==> src/rtl/cu_dispatch_arbiter.sv <==
// cu_dispatch_arbiter: round-robin dispatch of instructions to two compute units,
// with strictly in-order result return and a per-unit busy watchdog.
module cu_dispatch_arbiter #(
  parameter int unsigned TIMEOUT = 255
) (
  input  logic        clk,
  input  logic        rst,
  input  logic        instr_valid,
  input  logic [15:0] instr_data,
  output logic        instr_ready,
  output logic [1:0]  cu_start,
  output logic [15:0] cu_instr,
  input  logic [1:0]  cu_done,
  input  logic [7:0]  cu_result0,
  input  logic [7:0]  cu_result1,
  output logic        res_valid,
  input  logic        res_ready,
  output logic [7:0]  res_data,
  output logic        res_unit,
  output logic [3:0]  res_tag,
  output logic        err_timeout,
  output logic        err_spurious
);

  typedef enum logic [1:0] {IDLE, BUSY, DONE} unit_state_t;

  unit_state_t state [2];
  logic [7:0]  hold [2];
  logic [7:0]  busy_cnt [2];
  logic [7:0]  result_in [2];
  logic        rr_ptr;
  logic [3:0]  seq_cnt;
  logic        fifo_unit [2];
  logic [3:0]  fifo_tag [2];
  logic        fifo_rd;
  logic        fifo_wr;
  logic [1:0]  fifo_cnt;
  logic        dispatch;
  logic        pick;
  logic        retire;
  logic        head_unit;

  assign result_in[0] = cu_result0;
  assign result_in[1] = cu_result1;

  // A unit only becomes dispatchable after the edge that retires it, since
  // readiness looks at registered state alone.
  assign instr_ready = (state[0] == IDLE) || (state[1] == IDLE);
  assign dispatch    = instr_valid && instr_ready;
  assign pick        = (state[0] == IDLE && state[1] == IDLE) ? rr_ptr : (state[0] != IDLE);

  assign head_unit = fifo_unit[fifo_rd];
  assign res_valid = (fifo_cnt != 2'd0) && (state[head_unit] == DONE);
  assign res_data  = hold[head_unit];
  assign res_unit  = head_unit;
  assign res_tag   = fifo_tag[fifo_rd];
  assign retire    = res_valid && res_ready;

  always_ff @(posedge clk or posedge rst) begin
    if (rst) begin
      rr_ptr       <= 1'b0;
      seq_cnt      <= 4'd0;
      fifo_rd      <= 1'b0;
      fifo_wr      <= 1'b0;
      fifo_cnt     <= 2'd0;
      cu_start     <= 2'b00;
      cu_instr     <= 16'h0000;
      err_timeout  <= 1'b0;
      err_spurious <= 1'b0;
      for (int i = 0; i < 2; i++) begin
        state[i]     <= IDLE;
        hold[i]      <= 8'h00;
        busy_cnt[i]  <= 8'h00;
        fifo_unit[i] <= 1'b0;
        fifo_tag[i]  <= 4'd0;
      end
    end else begin
      cu_start <= 2'b00;
      if (dispatch) begin
        cu_start[pick]     <= 1'b1;
        cu_instr           <= instr_data;
        rr_ptr             <= ~pick;
        seq_cnt            <= seq_cnt + 4'd1;
        fifo_unit[fifo_wr] <= pick;
        fifo_tag[fifo_wr]  <= seq_cnt;
        fifo_wr            <= ~fifo_wr;
      end
      if (retire) begin
        fifo_rd <= ~fifo_rd;
      end
      case ({dispatch, retire})
        2'b10:   fifo_cnt <= fifo_cnt + 2'd1;
        2'b01:   fifo_cnt <= fifo_cnt - 2'd1;
        default: ;
      endcase

      // A real completion wins over a watchdog expiry landing on the same edge.
      for (int i = 0; i < 2; i++) begin
        case (state[i])
          IDLE: begin
            if (cu_done[i]) err_spurious <= 1'b1;
            if (dispatch && pick == 1'(i)) begin
              state[i]    <= BUSY;
              busy_cnt[i] <= 8'h00;
            end
          end
          BUSY: begin
            if (cu_done[i]) begin
              hold[i]  <= result_in[i];
              state[i] <= DONE;
            end else if (busy_cnt[i] == 8'(TIMEOUT - 1)) begin
              hold[i]     <= 8'hFF;
              state[i]    <= DONE;
              err_timeout <= 1'b1;
            end else begin
              busy_cnt[i] <= busy_cnt[i] + 8'd1;
            end
          end
          DONE: begin
            if (cu_done[i]) err_spurious <= 1'b1;
            if (retire && head_unit == 1'(i)) state[i] <= IDLE;
          end
          default: state[i] <= IDLE;
        endcase
      end
    end
  end

endmodule
==> config.mk <==
export PLATFORM = sky130hd
export DESIGN_NAME = cu_dispatch_arbiter
export DESIGN_NICKNAME = d
export VERILOG_FILES = /design/src/rtl/cu_dispatch_arbiter.sv
export SDC_FILE = /design/constraint.sdc
export NUM_CORES = 1
export LEC_CHECK = 0
export ABC_AREA = 1
export CAP_MARGIN = 0
export CORE_MARGIN = 2
export CORE_UTILIZATION = 52
export CTS_BUF_LIST = sky130_fd_sc_hd__clkbuf_16
export DETAILED_ROUTE_END_ITERATION = 10
export PLACE_DENSITY = 0.8
export SKIP_CTS_REPAIR_TIMING = 1
export SYNTH_ARGS = -nofsm -noshare
export SYNTH_HDL_FRONTEND = slang
export SYNTH_SLANG_ARGS = --single-unit
==> constraint.sdc <==
create_clock -name clk -period 3.1 [get_ports clk]
set_input_delay 0.62 -clock clk [delete_from_list [all_inputs] [get_ports clk]]
set_output_delay 0.62 -clock clk [all_outputs]
set_load 0.02 [all_outputs]
==> results.py, run 1 <==
metrics = {
    "yosys": {
        "synthDistinctLibCells": 32,
        "ys_ff_latch": 75,
        "synth_area_per_cell_um2": 8.29,
        "postSynth.asyncResetShare_pct": 100,
        "synth_sequential_area_ratio_pct": 50.9,
        "synth_fp_nets": 489,
        "synthCells": 445,
        "synth_enable_flop_cells": 0,
        "yosys_warnings": 0,
        "syn_area_um2": 3690,
        "ys.flop_type": "sky130_fd_sc_hd__dfrtp_1",
    },
    "cells_and_area": {
        "finalCoreUtilization_pct": 70.1,
        "multi_input_comb_area_um2": 1580,
        "drive_above_1_share_pct": 11.3,
        "syn2layout_area_growth_pct": 29.8,
        "nFillCells": 555,
        "finalNonFillerCells": 620,
        "fin_nets": 563,
        "layout.area.seq_um2": 1880,
        "antenna_cells": 0,
    },
    "grt": {
        "maximum_number_of_pins_on_one_net_before_global_route_repair": 76,
        "grt_antenna_before_repair": 0,
        "grt_pass1_wl_um": 13200,
        "grt_pass1_vias": 2958,
        "grt_util_all_layers_pct": 22.0,
        "grt_overflow": 0,
    },
    "clock_tree": {
        "numClockSinks": 75,
        "cts.clk_slew.worst_paths_ns": 0.06,
        "cts-root-to-sink-buffers": 2,
        "cts_made_buffers": 9,
        "tritoncts_clock_tree": "built",
        "worst_skew_pair.late_latency_ns": 0.33,
        "cts.htree.levels": 3,
        "clk_root_buffer_cell": "sky130_fd_sc_hd__clkbuf_16",
    },
    "route": {
        "avgViaCountPerCell": 4.86,
        "drt_pass_1_iters": 4,
        "dr.first_iter.drc_count": 186,
        "route.antenna.remaining_nets": 0,
        "finalWirelength_um": 7790,
        "detailroute.via_count": 3016,
        "detail_route.drc_violations": 0,
        "drt-wirelength-per-cell_um": 12.6,
    },
    "worst_setup_path": {
        "crit_end_element": "output pin",
        "worst_r2r_path_depth": 11,
        "worstSetupStartpointType": "flop",
        "rrSetupSlack_ns": 0.94,
        "cp_data_arrival_time_ns": 2.20,
        "worst_ep_required_time_ns": 2.48,
        "critPathKind": "reg2out",
        "r2r_start": "fifo_rd",
        "critical_path_peak_fanout": 13,
        "rr_endpoint": "fifo_cnt[1]",
    },
    "floorplanning": {
        "core_area_um2": 6830,
        "chip_width_um": 88.2,
        "num_rows": 30,
        "dieHeight_um": 88.2,
        "initial_core_util_pct": 54.0,
        "die-area_um2": 7780,
        "num_io_pins": 73,
    },
    "timing": {
        "tightestPinTransition_ns": 0.602,
        "hold-worst-slack_ns": 0.471,
        "layout_min_cycle_time_ns": 2.82,
        "finalMaxSlewViolations": 0,
        "setup_tns_ns": 0,
        "timing.fmax_ghz": 0.354,
        "final.setup_skew_ns": 0.00630,
        "final_critical_path_share_of_the_clock_period_pct": 91.1,
        "timing_hold_violations_final": 0,
        "report.final.setup_viol": 0,
        "slew_headroom_pct": 59.7,
        "rsz0062_at_grt": "no",
    },
    "power": {
        "pwr_density_cell_nw_per_um2": 1020,
        "vdd.ir_drop.worst_v": 0.000519,
        "static-leakage-power_nw": 2.35,
        "finalPower_mw": 4.90,
    },
    "min_path": {
        "timing.hold.worst_endpoint": "err_timeout",
        "hold-path-cell-count": 2,
        "worstHoldPathType": "reg2reg",
        "hold_path.startpoint": "err_timeout",
    },
    "place": {
        "placed_cells": 604,
        "port_buffers": 72,
        "globalplace.congestion": 0.840,
        "dp_hpwl_um": 5420,
    },
    "run_status": {
        "run_status": "finished clean",
    },
    "run": {
        "drv_cap": 0,
    },
}
## power breakdown
part | internal [mW] | switching, mW | total (mW)
Clock | 0.619 | 0.399 | 1.02
Combinational | 0.923 | 1.33 | 2.25
Sequential | 1.37 | 0.266 | 1.64
Total | 2.91 | 1.99 | 4.90
## critical path, cell delays in order, from the launching register on
cell	delay [ns]
sky130_fd_sc_hd__dfrtp_1	0.48
sky130_fd_sc_hd__inv_1	0.14
sky130_fd_sc_hd__nand2_1	0.07
sky130_fd_sc_hd__nand2_2	0.20
sky130_fd_sc_hd__nor2_1	0.07
sky130_fd_sc_hd__nor2_1	0.23
sky130_fd_sc_hd__clkdlybuf4s50_1	0.68
## layout make-up
cell class	count	share of cell area (%)
tap	96	2.51
clock buffer	9	4.71
timing repair buffer	73	15.5
multi-input combinational	315	33.0
clock inverter	7	1.46
inverter	45	3.58
sequential	75	39.2
## registers in the layout, indices dropped and copies added (netlist names)
signal        flops
hold             16
fifo_wr           1
state             4
fifo_rd           1
fifo_tag          8
busy_cnt         16
rr_ptr            1
cu_instr         16
cu_start          2
err_spurious      1
fifo_unit         2
seq_cnt           4
err_timeout       1
fifo_cnt          2
## metrics by stage
step | setup WS, ns | cell area, µm²
finish | 0.277 | 4790
CTS | 0.0661 | 4780
global placement | 0.502 | 4490
global route | 0.0852 | 4790
floorplan | 0.570 | 3690
detailed placement | 0.426 | 4490
## how the worst max path moves through the flow
| stage | from | end | slack [ns] | cells after the start |
|---|---|---|---|---|
| 6_report | fifo_rd | res_valid | 0.28 | 6 |
| 5_1_grt | fifo_rd | res_data[3] | 0.09 | 7 |
| 4_1_cts | fifo_rd | res_data[5] | 0.07 | 7 |
| 3_5_place_dp | fifo_rd | res_data[5] | 0.43 | 7 |
| 3_3_place_gp | fifo_rd | res_data[6] | 0.50 | 7 |
| 2_1_floorplan | rst | busy_cnt[0] | 0.57 | 1 |
## cell usage after synthesis (3+ instances only)
master	number	share of area [%]
sky130_fd_sc_hd__o21ai_2	14	3.3
sky130_fd_sc_hd__nand2_4	5	1.5
sky130_fd_sc_hd__buf_2	6	0.81
sky130_fd_sc_hd__dfrtp_1	75	51
sky130_fd_sc_hd__inv_1	40	4.1
sky130_fd_sc_hd__xor2_1	9	2.1
sky130_fd_sc_hd__nand2_2	7	1.2
sky130_fd_sc_hd__o21ai_0	22	3.0
sky130_fd_sc_hd__nor2_1	33	3.4
sky130_fd_sc_hd__nand2_1	169	17
sky130_fd_sc_hd__nand4_1	3	0.51
sky130_fd_sc_hd__a21oi_1	4	0.54
sky130_fd_sc_hd__nor3_1	3	0.41
sky130_fd_sc_hd__ha_1	6	2.0
sky130_fd_sc_hd__nand3_1	22	3.0
## layout by cell type (no fill, tap or decap)
cell                              instances
sky130_fd_sc_hd__nand3_1                 22
sky130_fd_sc_hd__a31o_2                   1
sky130_fd_sc_hd__a21oi_1                  4
sky130_fd_sc_hd__nor2_4                   2
sky130_fd_sc_hd__nand3_4                  1
sky130_fd_sc_hd__nor3_1                   3
sky130_fd_sc_hd__a21oi_2                  1
sky130_fd_sc_hd__clkinv_1                 2
sky130_fd_sc_hd__xor2_1                   9
sky130_fd_sc_hd__nand3b_1                 1
sky130_fd_sc_hd__o21ai_2                 14
sky130_fd_sc_hd__inv_1                   40
sky130_fd_sc_hd__inv_4                    1
sky130_fd_sc_hd__dfrtp_1                 75
sky130_fd_sc_hd__bufinv_16                1
sky130_fd_sc_hd__mux2i_1                  1
sky130_fd_sc_hd__ha_1                     6
sky130_fd_sc_hd__nand3_2                  1
sky130_fd_sc_hd__or2_2                    2
sky130_fd_sc_hd__nand2_1                168
sky130_fd_sc_hd__clkbuf_16                9
sky130_fd_sc_hd__clkinv_2                 1
sky130_fd_sc_hd__o21ai_1                  2
sky130_fd_sc_hd__nand2_2                  8
sky130_fd_sc_hd__clkinvlp_4               3
sky130_fd_sc_hd__inv_2                    3
sky130_fd_sc_hd__o21ai_0                 22
sky130_fd_sc_hd__a21oi_4                  2
sky130_fd_sc_hd__buf_12                   1
sky130_fd_sc_hd__nor2_1                  33
sky130_fd_sc_hd__clkdlybuf4s50_1         72
sky130_fd_sc_hd__nand4_1                  3
sky130_fd_sc_hd__clkinv_4                 1
sky130_fd_sc_hd__xnor2_1                  2
sky130_fd_sc_hd__nor2_2                   2
sky130_fd_sc_hd__nand2_4                  5
## metal layers
layer,track usage [%],wire (µm),vias up
li1,-,-,1533
met1,28.4,3610,1404
met2,36.1,3670,66
met3,3.58,325,13
met4,10.6,173,0
met5,0,0,-
## kinds of logic after synthesis
| family | Yosys count | share of synthesized area (%) |
|---|---|---|
| muxes | 1 | 0.271 |
| and+or+nand+nor | 251 | 29.4 |
| xor gates and xnor gates | 11 | 2.61 |
| AOI/OAI and AO/OA | 46 | 8.48 |
| adders and majority gates | 6 | 2.04 |
| DFF | 75 | 50.9 |
| buffers and inverters | 55 | 6.28 |
Note: power is estimated with default switching activity, not from simulation.
==> inputs of run 2 (changes only) <==
--- a/config.mk
+++ b/config.mk
@@ -8,10 +8,10 @@
 export ABC_AREA = 1
 export CAP_MARGIN = 0
 export CORE_MARGIN = 2
-export CORE_UTILIZATION = 52
+export CORE_UTILIZATION = 56
 export CTS_BUF_LIST = sky130_fd_sc_hd__clkbuf_16
 export DETAILED_ROUTE_END_ITERATION = 10
-export PLACE_DENSITY = 0.8
+export PLACE_DENSITY = 0.86
 export SKIP_CTS_REPAIR_TIMING = 1
 export SYNTH_ARGS = -nofsm -noshare
 export SYNTH_HDL_FRONTEND = slang
==> constraint.sdc (replaced) <==
create_clock -name clk -period 3.5 [get_ports clk]
set_input_delay 0.7 -clock clk [delete_from_list [all_inputs] [get_ports clk]]
set_output_delay 0.7 -clock clk [all_outputs]
set_load 0.02 [all_outputs]
==> results.py, run 2 (synthesis gave the netlist of run 1 again) <==
metrics = {
    "run_status": {
        "run_status": "finished clean",
    },
    "cells_and_area": {
        "multi_input_comb_area_um2": 1580,
        "drive_above_1_share_pct": 11.1,
        "syn2layout_area_growth_pct": 29.2,
        "finalCoreUtilization_pct": 75.0,
        "nFillCells": 466,
        "fin_nets": 563,
        "top_regs": "busy_cnt (16), cu_instr (16), hold (16)",
        "antenna_cells": 0,
        "layout.area.seq_um2": 1880,
        "layout.cells.most_common": "sky130_fd_sc_hd__nand2_1",
        "layout.cells.most_common_list": "sky130_fd_sc_hd__nand2_1 (169), sky130_fd_sc_hd__dfrtp_1 (75), sky130_fd_sc_hd__clkdlybuf4s50_1 (72)",
    },
    "min_path": {
        "worstHoldPathType": "reg2reg",
    },
    "timing": {
        "final.setup_skew_ns": 0.00768,
        "layout_min_cycle_time_ns": 3.12,
        "timing_hold_violations_final": 0,
        "hold-worst-slack_ns": 0.477,
        "timing.fmax_ghz": 0.321,
        "report.final.setup_viol": 0,
        "slew_headroom_pct": 57.1,
        "final_critical_path_share_of_the_clock_period_pct": 89.1,
        "rsz0062_at_grt": "no",
        "tightestPinTransition_ns": 0.641,
        "finalMaxSlewViolations": 0,
        "setup_tns_ns": 0,
    },
    "route": {
        "drt_pass_1_iters": 4,
        "avgViaCountPerCell": 5.13,
        "detail_route.drc_violations": 0,
        "route.antenna.remaining_nets": 0,
        "drt-wirelength-per-cell_um": 13.7,
        "dr.first_iter.drc_count": 171,
        "detailroute.via_count": 3081,
        "finalWirelength_um": 8220,
    },
    "place": {
        "dp_hpwl_um": 5650,
        "port_buffers": 72,
        "globalplace.congestion": 0.869,
    },
    "power": {
        "pwr_density_cell_nw_per_um2": 920,
        "power_frac_clock_pct": 21.1,
        "vdd.ir_drop.worst_v": 0.000547,
        "p_sw_share_pct": 41.0,
        "power_frac_comb_pct": 45.5,
        "internal-power_mw": 2.59,
        "net-switching-power_mw": 1.80,
        "pwr-share-seq_pct": 33.4,
        "finalPower_mw": 4.38,
        "static-leakage-power_nw": 2.35,
    },
    "worst_setup_path": {
        "timing.critical_path.to": "res_data[6]",
        "critical_path_depth": 7,
        "rr_endpoint": "fifo_cnt[1]",
        "critPathKind": "reg2out",
        "worstSetupStartpointType": "flop",
        "timing.critical_path.max_delay_family": "buffers and inverters",
        "crit_path_top_delay_cell": "sky130_fd_sc_hd__clkdlybuf4s50_1",
        "rrSetupSlack_ns": 1.24,
        "critical_path_peak_fanout": 13,
        "cp_cell_sequence": "inv_1 -> nand2_1 -> nand2_1 -> clkinv_1 -> nand2_1 -> nand2_1 -> clkdlybuf4s50_1",
        "startpoint": "fifo_rd",
        "worst_r2r_path_depth": 11,
        "path_common_cell": "sky130_fd_sc_hd__nand2_1",
        "crit_end_element": "output pin",
        "worstPathBufferInverterCount": 3,
        "worst_ep_required_time_ns": 2.80,
        "critical-path-max-stage-delay_ns": 0.53,
        "cp_data_arrival_time_ns": 2.42,
        "r2r_start": "fifo_rd",
    },
    "floorplanning": {
        "num_io_pins": 73,
        "dieHeight_um": 85.1,
        "chip_width_um": 85.1,
        "die-area_um2": 7250,
        "core_area_um2": 6350,
        "num_rows": 29,
        "initial_core_util_pct": 58.1,
    },
    "grt": {
        "grt_antenna_before_repair": 0,
        "grt_pass1_vias": 3059,
        "maximum_number_of_pins_on_one_net_before_global_route_repair": 76,
        "grt_overflow": 0,
        "grt_util_all_layers_pct": 23.9,
        "grt_pass1_wl_um": 13700,
        "fraction_of_met2_tracks_used_by_global_routing_pct": 40.5,
        "globalRouteMet3Util_pct": 4.28,
        "grt_util_met1_pct": 29.5,
        "gr-max-usage-layer": "met2",
    },
    "run": {
        "drv_cap": 0,
    },
    "clock_tree": {
        "numClockSinks": 75,
        "tritoncts_clock_tree": "built",
        "cts.htree.levels": 3,
        "cts_made_buffers": 9,
        "cts-root-to-sink-buffers": 2,
        "worst_skew_pair.late_latency_ns": 0.33,
        "cts.clk_slew.worst_paths_ns": 0.06,
        "clk_root_buffer_cell": "sky130_fd_sc_hd__clkbuf_16",
    },
}
[run 2: cell count changes in the layout (fill, tap and decap cells not counted), sizes merged]
cell | before | now
clkinvlp | 3 | 2
inv | 44 | 45
[run 2: layout make-up]
type | count | area share [%]
repair buffers | 73 | 15.5
multi-input cells | 315 | 33.1
clock buffers | 9 | 4.73
inverters | 45 | 3.60
clock inverters | 7 | 1.58
flip-flops and latches | 75 | 39.4
well taps | 77 | 2.02
[run 2: worst reg2reg max path: stages, from the launching register on]
cell                      delay [ns]
sky130_fd_sc_hd__dfrtp_1        0.50
sky130_fd_sc_hd__inv_1          0.15
sky130_fd_sc_hd__nand2_1        0.06
sky130_fd_sc_hd__nand2_1        0.31
sky130_fd_sc_hd__nor2_1         0.08
sky130_fd_sc_hd__nor2_1         0.22
sky130_fd_sc_hd__nand2_1        0.13
sky130_fd_sc_hd__inv_1          0.08
sky130_fd_sc_hd__ha_1           0.25
sky130_fd_sc_hd__a21oi_1        0.12
sky130_fd_sc_hd__o21ai_0        0.12
sky130_fd_sc_hd__xnor2_1        0.14
[run 2: how the worst min path moves through the flow]
| stage | depth (start not counted) | end | slack, ns | from |
|---|---|---|---|---|
| floorplan | 1 | fifo_cnt[1] | 0.44 | fifo_cnt[1] |
| global placement | 2 | err_timeout | 0.45 | err_timeout |
| detailed placement | 2 | err_timeout | 0.46 | err_timeout |
| CTS | 2 | cu_instr[12] | 0.48 | cu_instr[12] |
| global route | 1 | fifo_cnt[1] | 0.50 | fifo_cnt[1] |
| finish | 2 | cu_instr[12] | 0.48 | cu_instr[12] |
[run 2: power by group through the flow]
stage	clock (mW)	combinational, mW	sequential, mW
detailed placement	0	1.99	1.46
global route	0.966	2.19	1.50
CTS	0.933	2.01	1.46
global placement	0	1.93	1.44
finish	0.923	2.00	1.46
floorplan	0	1.16	1.53
[run 2: layer usage]
| metal | share of wire (%) | routed length (µm) |
|---|---|---|
| met5 | 0 | 0 |
| met4 | 2.4 | 196 |
| met3 | 4.1 | 341 |
| met2 | 50 | 4120 |
| met1 | 43 | 3570 |
[run 2: per-stage QoR]
step,cells,instance area (µm²),worst slack (ns)
2_1_floorplan,445,3690,0.890
3_3_place_gp,585,4460,0.895
3_5_place_dp,585,4460,0.809
4_1_cts,601,4760,0.422
5_1_grt,601,4760,0.254
6_report,601,4760,0.382
